File: src/rtl/mips32_pkg.sv
// Shared definitions for the MIPS32 register file slice.
// Holds the default widths and the register file sweep FSM encoding.
package mips32_pkg;

    localparam int DATA_W_DEF = 32;
    localparam int ADDR_W_DEF = 5;

    typedef enum logic {
        ST_CLEAR = 1'b0,
        ST_READY = 1'b1
    } rf_state_e;

endpackage

File: src/rtl/regfile_scoreboard.sv
// Busy-bit scoreboard: one pending-producer flag per register.
// Ports: clock/reset, flush (drop all), set (reserve), clr (write-back), busy vector.
module regfile_scoreboard
    import mips32_pkg::*;
#(
    parameter int ADDR_W = ADDR_W_DEF
) (
    input  logic                  clock,
    input  logic                  reset,
    input  logic                  flush,
    input  logic                  set_en,
    input  logic [ADDR_W-1:0]     set_addr,
    input  logic                  clr_en,
    input  logic [ADDR_W-1:0]     clr_addr,
    output logic [2**ADDR_W-1:0]  busy
);

    logic [2**ADDR_W-1:0] busy_next;

    // Reserve is applied after write-back so it wins on a same-address hit.
    always_comb begin
        busy_next = busy;
        if (clr_en) begin
            busy_next[clr_addr] = 1'b0;
        end
        if (set_en) begin
            busy_next[set_addr] = 1'b1;
        end
        busy_next[0] = 1'b0;
    end

    always_ff @(posedge clock) begin
        if (reset || flush) begin
            busy <= '0;
        end else begin
            busy <= busy_next;
        end
    end

endmodule

File: src/rtl/regfile_sb.sv
// Register file with soft-clear sweep, write bypass and busy scoreboard.
// Ports: clock/reset, clear_req, NUM_RD read ports (addr/data/busy), write, reserve, ready.
module regfile_sb
    import mips32_pkg::*;
#(
    parameter int DATA_W = DATA_W_DEF,
    parameter int ADDR_W = ADDR_W_DEF,
    parameter int NUM_RD = 2
) (
    input  logic                     clock,
    input  logic                     reset,
    input  logic                     clear_req,
    input  logic [NUM_RD*ADDR_W-1:0] rd_addr,
    output logic [NUM_RD*DATA_W-1:0] rd_data,
    output logic [NUM_RD-1:0]        rd_busy,
    input  logic                     wr_en,
    input  logic [ADDR_W-1:0]        wr_addr,
    input  logic [DATA_W-1:0]        wr_data,
    input  logic                     rsv_en,
    input  logic [ADDR_W-1:0]        rsv_addr,
    output logic                     ready
);

    localparam int DEPTH = 2**ADDR_W;
    localparam logic [ADDR_W-1:0] LAST_IDX = ADDR_W'(DEPTH - 1);

    rf_state_e          state;
    rf_state_e          state_next;
    logic [ADDR_W-1:0]  clr_idx;
    logic [ADDR_W-1:0]  clr_idx_next;
    logic               is_ready;
    logic               wr_fire;
    logic               rsv_fire;
    logic [DEPTH-1:0]   busy;
    logic [DATA_W-1:0]  regs [DEPTH];

    always_ff @(posedge clock) begin
        if (reset) begin
            state   <= ST_CLEAR;
            clr_idx <= '0;
        end else begin
            state   <= state_next;
            clr_idx <= clr_idx_next;
        end
    end

    // A clear request restarts the sweep from entry 0 in either state.
    always_comb begin
        state_next   = state;
        clr_idx_next = clr_idx;
        if (clear_req) begin
            state_next   = ST_CLEAR;
            clr_idx_next = '0;
        end else begin
            unique case (state)
                ST_CLEAR: begin
                    if (clr_idx == LAST_IDX) begin
                        state_next   = ST_READY;
                        clr_idx_next = '0;
                    end else begin
                        clr_idx_next = clr_idx + ADDR_W'(1);
                    end
                end
                ST_READY: begin
                    clr_idx_next = '0;
                end
                default: begin
                    state_next   = ST_CLEAR;
                    clr_idx_next = '0;
                end
            endcase
        end
    end

    assign is_ready = (state == ST_READY);
    assign ready    = is_ready;
    assign wr_fire  = wr_en  && is_ready && (wr_addr  != '0);
    assign rsv_fire = rsv_en && is_ready && (rsv_addr != '0);

    // Storage has no reset; the sweep is what zeroes it.
    always_ff @(posedge clock) begin
        if (!is_ready) begin
            regs[clr_idx] <= '0;
        end else if (wr_fire) begin
            regs[wr_addr] <= wr_data;
        end
    end

    regfile_scoreboard #(
        .ADDR_W   (ADDR_W)
    ) u_sb (
        .clock    (clock),
        .reset    (reset),
        .flush    (!is_ready || clear_req),
        .set_en   (rsv_fire),
        .set_addr (rsv_addr),
        .clr_en   (wr_fire),
        .clr_addr (wr_addr),
        .busy     (busy)
    );

    for (genvar i = 0; i < NUM_RD; i++) begin : g_rd
        logic [ADDR_W-1:0] ra;
        logic              nz;
        logic              hit;

        assign ra  = rd_addr[i*ADDR_W +: ADDR_W];
        assign nz  = (ra != '0);
        assign hit = wr_fire && (wr_addr == ra);

        // A same-cycle write forwards its data and supersedes any busy flag.
        assign rd_data[i*DATA_W +: DATA_W] =
            (!is_ready || !nz) ? '0 :
            hit                ? wr_data :
                                 regs[ra];
        assign rd_busy[i] = is_ready && nz && !hit && busy[ra];
    end

endmodule

File: config.mk
export PLATFORM = sky130hd
export DESIGN_NAME = regfile_sb
export DESIGN_NICKNAME = d
export VERILOG_FILES = /design/src/rtl/mips32_pkg.sv /design/src/rtl/regfile_scoreboard.sv /design/src/rtl/regfile_sb.sv
export SDC_FILE = /design/constraint.sdc
export NUM_CORES = 1
export LEC_CHECK = 0
export CAP_MARGIN = 25
export CORE_ASPECT_RATIO = 2
export CORE_UTILIZATION = 56
export DETAILED_ROUTE_END_ITERATION = 10
export PLACE_DENSITY = 0.79
export SLEW_MARGIN = 5
export SYNTH_ARGS = -nofsm -noshare
export SYNTH_HDL_FRONTEND = slang
export SYNTH_SLANG_ARGS = --single-unit
File: constraint.sdc
create_clock -name clock -period 4.47 [get_ports clock]
set_input_delay 0.447 -clock clock [delete_from_list [all_inputs] [get_ports clock]]
set_output_delay 0.447 -clock clock [all_outputs]
set_load 0.1 [all_outputs]
---- Word-level counts from Yosys, hierarchy flattened ----
Memory sizes are Yosys's and may differ from the RTL's.
Index checks and enable logic that the tools add are counted.
operators by class
  add/subtract/negate cells ............... 1
  order comparisons ....................... 6
  equality and inequality tests ........... 3
  muxes and demuxes ....................... 25
  bitwise operators ....................... 4
  reductions and logical operators ........ 29
operators by type and width
  kind                                                                   count
  32-bit 2-to-1 mux                                                      7
  32-bit bitwise AND                                                     1
  32-bit NOT                                                             1
  32-bit bitwise OR                                                      1
  32-bit OR reduction                                                    1
  5-bit by 6-bit < comparator with 1-bit output, second input constant   4
  5-bit nonzero test                                                     4
  1-bit logical AND                                                      14
  1-bit 2-to-1 mux                                                       11
  1-bit binary-select mux with 5-bit select                              2
  1-bit demux with 5-bit select                                          2
  5-bit == test                                                          2
  5-bit by 1-bit >= comparator with 1-bit output, second input constant  2
  5-bit 2-to-1 mux                                                       2
  5-bit one-hot mux with 2 select lines                                  1
  5-bit by 1-bit adder with 5-bit output, second input constant          1
  5-bit == test, second input constant                                   1
  1-bit logical NOT                                                      5
  1-bit logical OR                                                       4
  2-bit OR reduction                                                     1
  1-bit NOT                                                              1
storage, ports and cells
  register bits after elaboration ......... 38
  memory bits (writable) .................. 1024
  input port bits ......................... 57
  output and inout port bits .............. 67
  word-level logic and storage cells ...... 73
  memories ................................ 1
memories
  memory  words  bits a word  rd ports  clocked after Yosys merged registers in  wr ports  line              RTL
  regs    32     32           2         0                                        1         regfile_sb.sv:35  logic [DATA_W-1:0] regs [DEPTH];

---- Depth between registers and ports, before layout ----
Gate-level depths: netlist (run 1).
  depth in word-level cells ............... 9
  gate-level depth with buffers ........... 10
  mapped depth without buffers ............ 6

---- Hierarchy ----
Synthesis (run 1) repeated with hierarchy kept, for this count alone.
unflattened totals
  cell total of the unflattened synthesis .. 2955
  area, all modules ....................... 50922.6 µm²
by module, submodules not included
  module              instances  cells each  area an instance (µm²)  sequential area each (µm²)
  regfile_sb          1          2825        49595.1                 30869.6
  regfile_scoreboard  1          130         1327.5                  620.6

---- Least setup slack after synthesis (run 1) ----
Ideal clock, no wire load.
  path type ............................... input port to output port
  start point ............................. input rd_addr[0]
  end point ............................... output rd_busy[0]
  arrival ................................. 4.575 ns
  slack ................................... -0.552 ns
  stages .................................. 9
  path buffers ............................ 5
  cell sequence ........................... buf_2 -> buf_6 -> buf_6 -> buf_4 -> buf_4 -> mux2i_1 -> mux4_2 -> nor2_1 -> nor4_1
between the ends
  cells in the longest elaborated chain, start to end .. 5
  elaborated cells on any way between the ends .. 9
RTL lines
  element                                                                                            line               RTL
  start, declared                                                                                    regfile_sb.sv:13   input logic [NUM_RD*ADDR_W-1:0] rd_addr,
  parallel branches: the longest is 4 deep, another holds 1-bit binary-select mux with 5-bit select  --
  1-bit logical AND (*)                                                                              regfile_sb.sv:116  assign rd_busy[i] = is_ready && nz && !hit && busy[ra];
  end, declared                                                                                      regfile_sb.sv:15   output logic [NUM_RD-1:0] rd_busy,
Mark *: on every way between the ends. The select of a mux whose other input is x is not followed.

---- Final worst setup path (run 1) ----
  start point ............................. input wr_addr[3]
  end point ............................... output rd_data[12]
between the ends
  cells in the longest elaborated chain, start to end .. 5
  elaborated cells on any way between the ends .. 6
RTL lines
  element                line               RTL
  start, declared        regfile_sb.sv:17   input logic [ADDR_W-1:0] wr_addr,
  5-bit nonzero test     regfile_sb.sv:77   assign wr_fire = wr_en && is_ready && (wr_addr != '0);
  1-bit logical AND      regfile_sb.sv:77
  1-bit logical AND (*)  regfile_sb.sv:109  assign hit = wr_fire && (wr_addr == ra);
  32-bit 2-to-1 mux (*)  regfile_sb.sv:114  hit ? wr_data :
  32-bit 2-to-1 mux (*)  regfile_sb.sv:113  (!is_ready || !nz) ? '0 :
  end, declared          regfile_sb.sv:14   output logic [NUM_RD*DATA_W-1:0] rd_data,
Mark *: on every way between the ends. The rest lies on a longest branch, timed or not.

==> results of run 1 <==
[power by group through the flow]
stage,Clock [µW],Sequential (µW),Combinational (µW)
global placement,0,11000,1300
finish,8120,10800,1350
detailed placement,0,11000,1330
floorplan,0,11000,899
CTS,8140,10800,1340
global route,8480,10800,1400
[worst max-delay path, stage by stage]
cell and delay [ns]:
clkdlybuf4s50_1 0.55, or3_1 0.50, o21ai_2 0.54, o311ai_4 0.16, buf_4 0.37, nor3_1 0.86
a211o_1 0.25, buf_12 0.18
[sequential cells by signal, indices dropped and copies added (netlist names)]
| register | flops |
|---|---|
| regs | 1024 |
| u_sb.busy | 31 |
| clr_idx | 5 |
| ready | 1 |
[area by class of cell]
type                       count  area, µm²  share of cell area, %
clock inverter                61        729                   1.26
inverter                       9       38.8                 0.0671
clock buffer                 104       2280                   3.95
tap                         1177       1470                   2.55
multi-input combinational   1470      18200                   31.4
timing repair buffer         293       3650                   6.31
sequential                  1061      31500                   54.5
[worst max path at each step]
stage,to,cells past startpoint
floorplan,regs[12][0]$_DFFE_PP_,5
global placement,rd_data[12],8
detailed placement,rd_data[26],8
CTS,rd_data[26],8
global route,rd_data[14],8
finish,rd_data[12],8
[Yosys cell counts, types with 17 or more instances]
library cell,instances
dfxtp_1,37
edfxtp_1,1024
buf_4,34
nand2_1,53
mux4_2,460
a21oi_1,88
o22ai_1,63
nor2b_1,68
a211o_1,62
mux2i_1,270
buf_1,17
clkbuf_1,111
o21ai_1,19
nor2_1,47
buf_2,41
o221ai_1,124
nor3_1,75
and2_1,34
[kinds of logic (layout without fill, tap and decap cells)]
family          count (synthesis)  count (layout)  synth area share (%)
simple gates                  316             316                  3.26
compound gates                408             408                  5.85
xor+xnor                       12              12                 0.208
flops                        1061            1061                  62.4
buf+inv                       226             467                  2.25
fa+ha+maj                       2               2                0.0496
mux                           732             732                  25.9
[stage by stage]
step	setup slack [ns]	area, µm²	instances	util (%)
detailed placement	0.154	54600	3997	61.2
global placement	0.207	54600	3997	61.2
global route	0.0719	57800	4175	64.8
finish	0.103	57800	4175	64.8
CTS	0.154	57600	4162	64.6
floorplan	0.419	50500	2757	-
[routing by layer]
metal	track usage, %	routed length [µm]
met5	0	0
met4	28.0	13900
met3	6.25	14300
met2	58.7	79500
met1	37.0	46200
==> metrics, run 1 <==
CTS tree built; port bufs 123; Worst Setup SP wr_addr[3]; max_cap viols 0; WP data arrival 3.92 ns; status finished, final reports clean; Worst R2R Start ready$_SDFF_PP0_; commonest non-fill, non-tap cell in the layout edfxtp_1; flops & latches, synth 1061; ys async rst share 0%; Hold-fix buffers, CTS 0; total setup buffers inserted after CTS 0; clock latency on the worst-skew pair slightly above 0.7 ns; CORE AREA around 89000 µm²; commonest cells after routing, fill and taps aside edfxtp_1, mux4_2, mux2i_1; Worst Skew 0.0338 ns; P_sw 4540 µW; post-synth top area share about three fifths; Power Total 20300 µW; Most used DFF post-synth edfxtp_1; clock slew at reported path FFs 0.07 ns; ant diodes 0; DR pass1 iterations 9; Crit path required time 4.02 ns; fill count between 5k and 6k; CTS Sinks 1061; final period utilization 97.7%; worst hold slack 0.383 ns; worst reg2reg path endpoint regs[30][0]$_DFFE_PP_; Logic pwr share 6.7%; Final Routed Wirelength 154000 µm; critical hold path startpoint reset; worst ir drop on vdd 0.376 mV; die width 214 µm; Sw Share 22.4%; CTS buffer count about 90; final setup fails 0; sequential share of power 53.3%; Synth Instances 2757; nets@finish a little under 3k; Unique masters post-synth 54; Slew Limit Fails 0; hold-critical path depth 2; RSZ-0062 raised after global routing false; Fmax 229 MHz; PostCTS Resize Cnt 0; worst slew pin tran 1.16 ns; detailed-route via count about 32k; Syn Nets 2816; Synth area leaders edfxtp_1, mux4_2, mux2i_1, o221ai_1, dfxtp_1; drt drc 0; Crit. End Element output pin; Fin Setup TNS 0 ns; DR WL/cell 36.9 µm; die area 91300 µm²; CTS Root Cell clkbuf_16; Post-synth EDFFs 1024; Worst Hold End ready$_SDFF_PP0_; # IOs roughly 120; global route total overflow 0; crit start category input port; Total GRT Usage ~34%; worst relative slew slack 22.6%; Clock power frac 40.1%; Yosys Warn Count 0; largest net degree at the start of global routing 67; half-perimeter wire length after placement 94500 µm; initial DRC count 4076; Final ANT Viol Nets 0; H-tree depth 3; CP Class in -> out; Worst Path Max Fanout 31; site row count 155; most area-hungry cell type in the Yosys netlist edfxtp_1; global-route wire length before repair 223000 µm; Leak Pwr 0.0207 µW; Int Power about 16000 µW; Area growth syn-to-layout 14.7%; Final Hold Fails 0; Initial Utilization 56.5%; sequential-to-total area share from yosys stat 62.4%; Final min period 4.37 ns; Avg Cell Area, Syn around 18 µm²; gpl congestion roughly 0.9; initial antenna violation count 0; Max clock buf depth 3; hold crit path type in -> reg; Die Y 426 µm; post-synthesis cell area 50400 µm²; worst r2r path cells 6; vias per cell 7.55; vias in the first global route 33.5k; cell area power density 350 nW/µm²; R2R Setup Slk 1.31 ns; share of post-route cells with drive strength above 1 29.6%
Note: power is estimated with default switching activity, not from simulation.
==> inputs of run 2 (changes only) <==
--- a/config.mk
+++ b/config.mk
@@ -6,7 +6,6 @@
 export NUM_CORES = 1
 export LEC_CHECK = 0
 export CAP_MARGIN = 25
-export CORE_ASPECT_RATIO = 2
 export CORE_UTILIZATION = 56
 export DETAILED_ROUTE_END_ITERATION = 10
 export PLACE_DENSITY = 0.79
==> run 2 against run 1 <==
Net effect:
- the flow now finishes with violations (DRC)
- maximum frequency up 5.4%
- power up 5.5%
- worst hold slack better by 0.086 ns
- count of clock-buffer cells in the layout up 20
- wire length down 0.48%
- combinational power about the same
- sequential share of layout area down 0.38 points
- sequential power about the same
- utilization up 0.76 points
- register-to-register slack worse by 0.10 ns
- sequential cell count unchanged
- cell area up 0.69%
==> metrics, run 2 (synthesis gave the netlist of run 1 again) <==
cell area power density 367 nW/µm² (+4.8%); hold-critical path depth 2 (unchanged); Max clock buf depth 3 (unchanged); Worst Path Max Fanout 20 (-35%); gpl congestion 0.913 (-1.2%); placed cell count 3982 (-0.38%); global-route wire length before repair 220000 µm (-1.1%); CTS buffer count 103 (+16%); Final Routed Wirelength 153000 µm (-0.48%); Leak Pwr 0.0209 µW (+1.3%); ant diodes 0 (unchanged); worst r2r path cells 7 (+1); setup slack after layout 0.326 ns (+0.223 ns); clock slew at reported path FFs 0.06 ns (about the same); # IOs 124 (unchanged); final setup fails 0 (unchanged); Die Y 302 µm (-29%); commonest cells after routing, fill and taps aside edfxtp_1, mux4_2, mux2i_1; Area growth syn-to-layout 15.4%; die width 302 µm (+41%); initial DRC count 4660 (+14%); WP data arrival 3.70 ns (-0.22 ns); max incr delay on CP 0.59 ns (-0.27 ns); Crit path required time 4.02 ns (about the same); Worst Hold End ready$_SDFF_PP0_; share of post-route cells with drive strength above 1 29.9% (+0.34 points); critical hold path startpoint clear_req; CTS tree built; vias in the first global route 32.2k (-3.9%); commonest non-fill, non-tap cell in the layout edfxtp_1; nets@finish 2986 (+0.10%); biggest regs regs (1024), u_sb.busy (31), clr_idx (5); CTS Sinks 1061 (unchanged); Hold-fix buffers, CTS 0 (unchanged); Final min period 4.14 ns (-0.223 ns); worst slew pin tran 0.995 ns (-0.164 ns); Worst Skew 0.0184 ns (-0.0154 ns); worst reg2reg path endpoint regs[15][4]$_DFFE_PP_; status complete, but fails checks; worst ir drop on vdd 0.350 mV (-7.0%); port bufs 123 (unchanged); Max stage delay cell, worst path nor3_1; Post-Place Setup Slack 0.388 ns (+0.234 ns); RSZ-0062 raised after global routing false; R2R Setup Slk 1.21 ns (-0.10 ns); hold crit path type in -> reg; worst relative slew slack 33.7% (+11 points); Largest register FFs 1024 (unchanged); clock latency on the worst-skew pair 0.67 ns (-0.04 ns); initial antenna violation count 1 (+1); half-perimeter wire length after placement 92600 µm (-1.9%); vias per cell 7.60 (+0.62%); Worst R2R Start ready$_SDFF_PP0_; Fmax 241 MHz (+5.4%); Fin Setup TNS 0 ns (unchanged); total setup buffers inserted after CTS 0 (unchanged); Largest Register regs; critical path, cell by cell clkdlybuf4s50_1, or2_2, o21ai_2, o311ai_4, buf_4, nor3_1, a211o_1, buf_12; fin util 65.6% (+0.76 points); Total GRT Usage 33.9% (-0.33 points); site row count 109 (-30%); Initial Utilization 56.8% (+0.27 points); Final ANT Viol Nets 0 (unchanged); H-tree depth 3 (unchanged); CORE AREA 88800 µm² (-0.48%); largest net degree at the start of global routing 89 (+33%); CTS Root Cell clkbuf_16; detailed-route via count 31.8k (+0.71%); Slew Limit Fails 0 (unchanged); PostCTS Resize Cnt 0 (unchanged); global route total overflow 0 (unchanged); drt drc 2 (+2); Crit. End Element output pin; CP Class in -> out; worst hold slack 0.469 ns (+0.0861 ns); DR pass1 iterations 9 (unchanged); max_cap viols 0 (unchanged); violated checks DRC; final period utilization 92.7% (-5.0 points); die area 91300 µm² (about the same); crit start category input port; DR WL/cell 36.7 µm (-0.57%); final cell count without fillers 4179 (+0.096%); Final Hold Fails 0 (unchanged)
run 2: cell types whose count changed in the layout (fill, tap and decap cells not counted), sizes merged:
cell	before	now
clkbuf	109	128
clkinv	39	44
buf	239	229
bufinv	11	18
clkinvlp	9	2
inv	11	13
run 2: metrics by stage:
step	power, µW	instance area (µm²)
after floorplan	11900	50500
after global placement	12300	54600
after detailed placement	12400	54600
after CTS	21400	58100
after global routing	21800	58200
final	21400	58200
run 2: where the power goes:
part,switching (µW),internal (µW),leakage [µW]
Sequential,22.3,10800,0.0113
Combinational,786,582,0.00786
Clock,3810,5400,0.00174
run 2: cell type report:
cell class                 count  area (µm²)
clock buffer                 124        2730
clock inverter                68         807
fill                        5579       30600
inverter                       9        38.8
multi-input combinational   1470       18200
sequential                  1061       31500
tap                         1165        1460
timing repair buffer         282        3540
run 2: worst max-delay path by stage:
| stage | from | endpoint | slack, ns | depth (start not counted) |
|---|---|---|---|---|
| global placement | wr_addr[4] | rd_data[47] | 0.48 | 8 |
| finish | wr_addr[1] | rd_data[44] | 0.33 | 8 |
| CTS | wr_addr[1] | rd_data[44] | 0.39 | 8 |
| detailed placement | wr_addr[1] | rd_data[44] | 0.39 | 8 |
| floorplan | ready$_SDFF_PP0_ | regs[12][0]$_DFFE_PP_ | 0.42 | 5 |
| global route | wr_addr[1] | rd_data[55] | 0.26 | 7 |
run 2: metal layers:
metal	GRT usage [%]	share of wire [%]	vias to the layer above
li1	-	-	12200
met1	42.7	33	16100
met2	53.2	48	2779
met3	7.89	12	636
met4	21.7	7.3	2
met5	0	0.0072	-
run 2: critical path, delay by kind of cell:
kind                   cells  cell delay (ns)
buffers and inverters      3             1.08
AND/OR/NAND/NOR            2             1.08
AO/OA/AOI/OAI              3             1.06
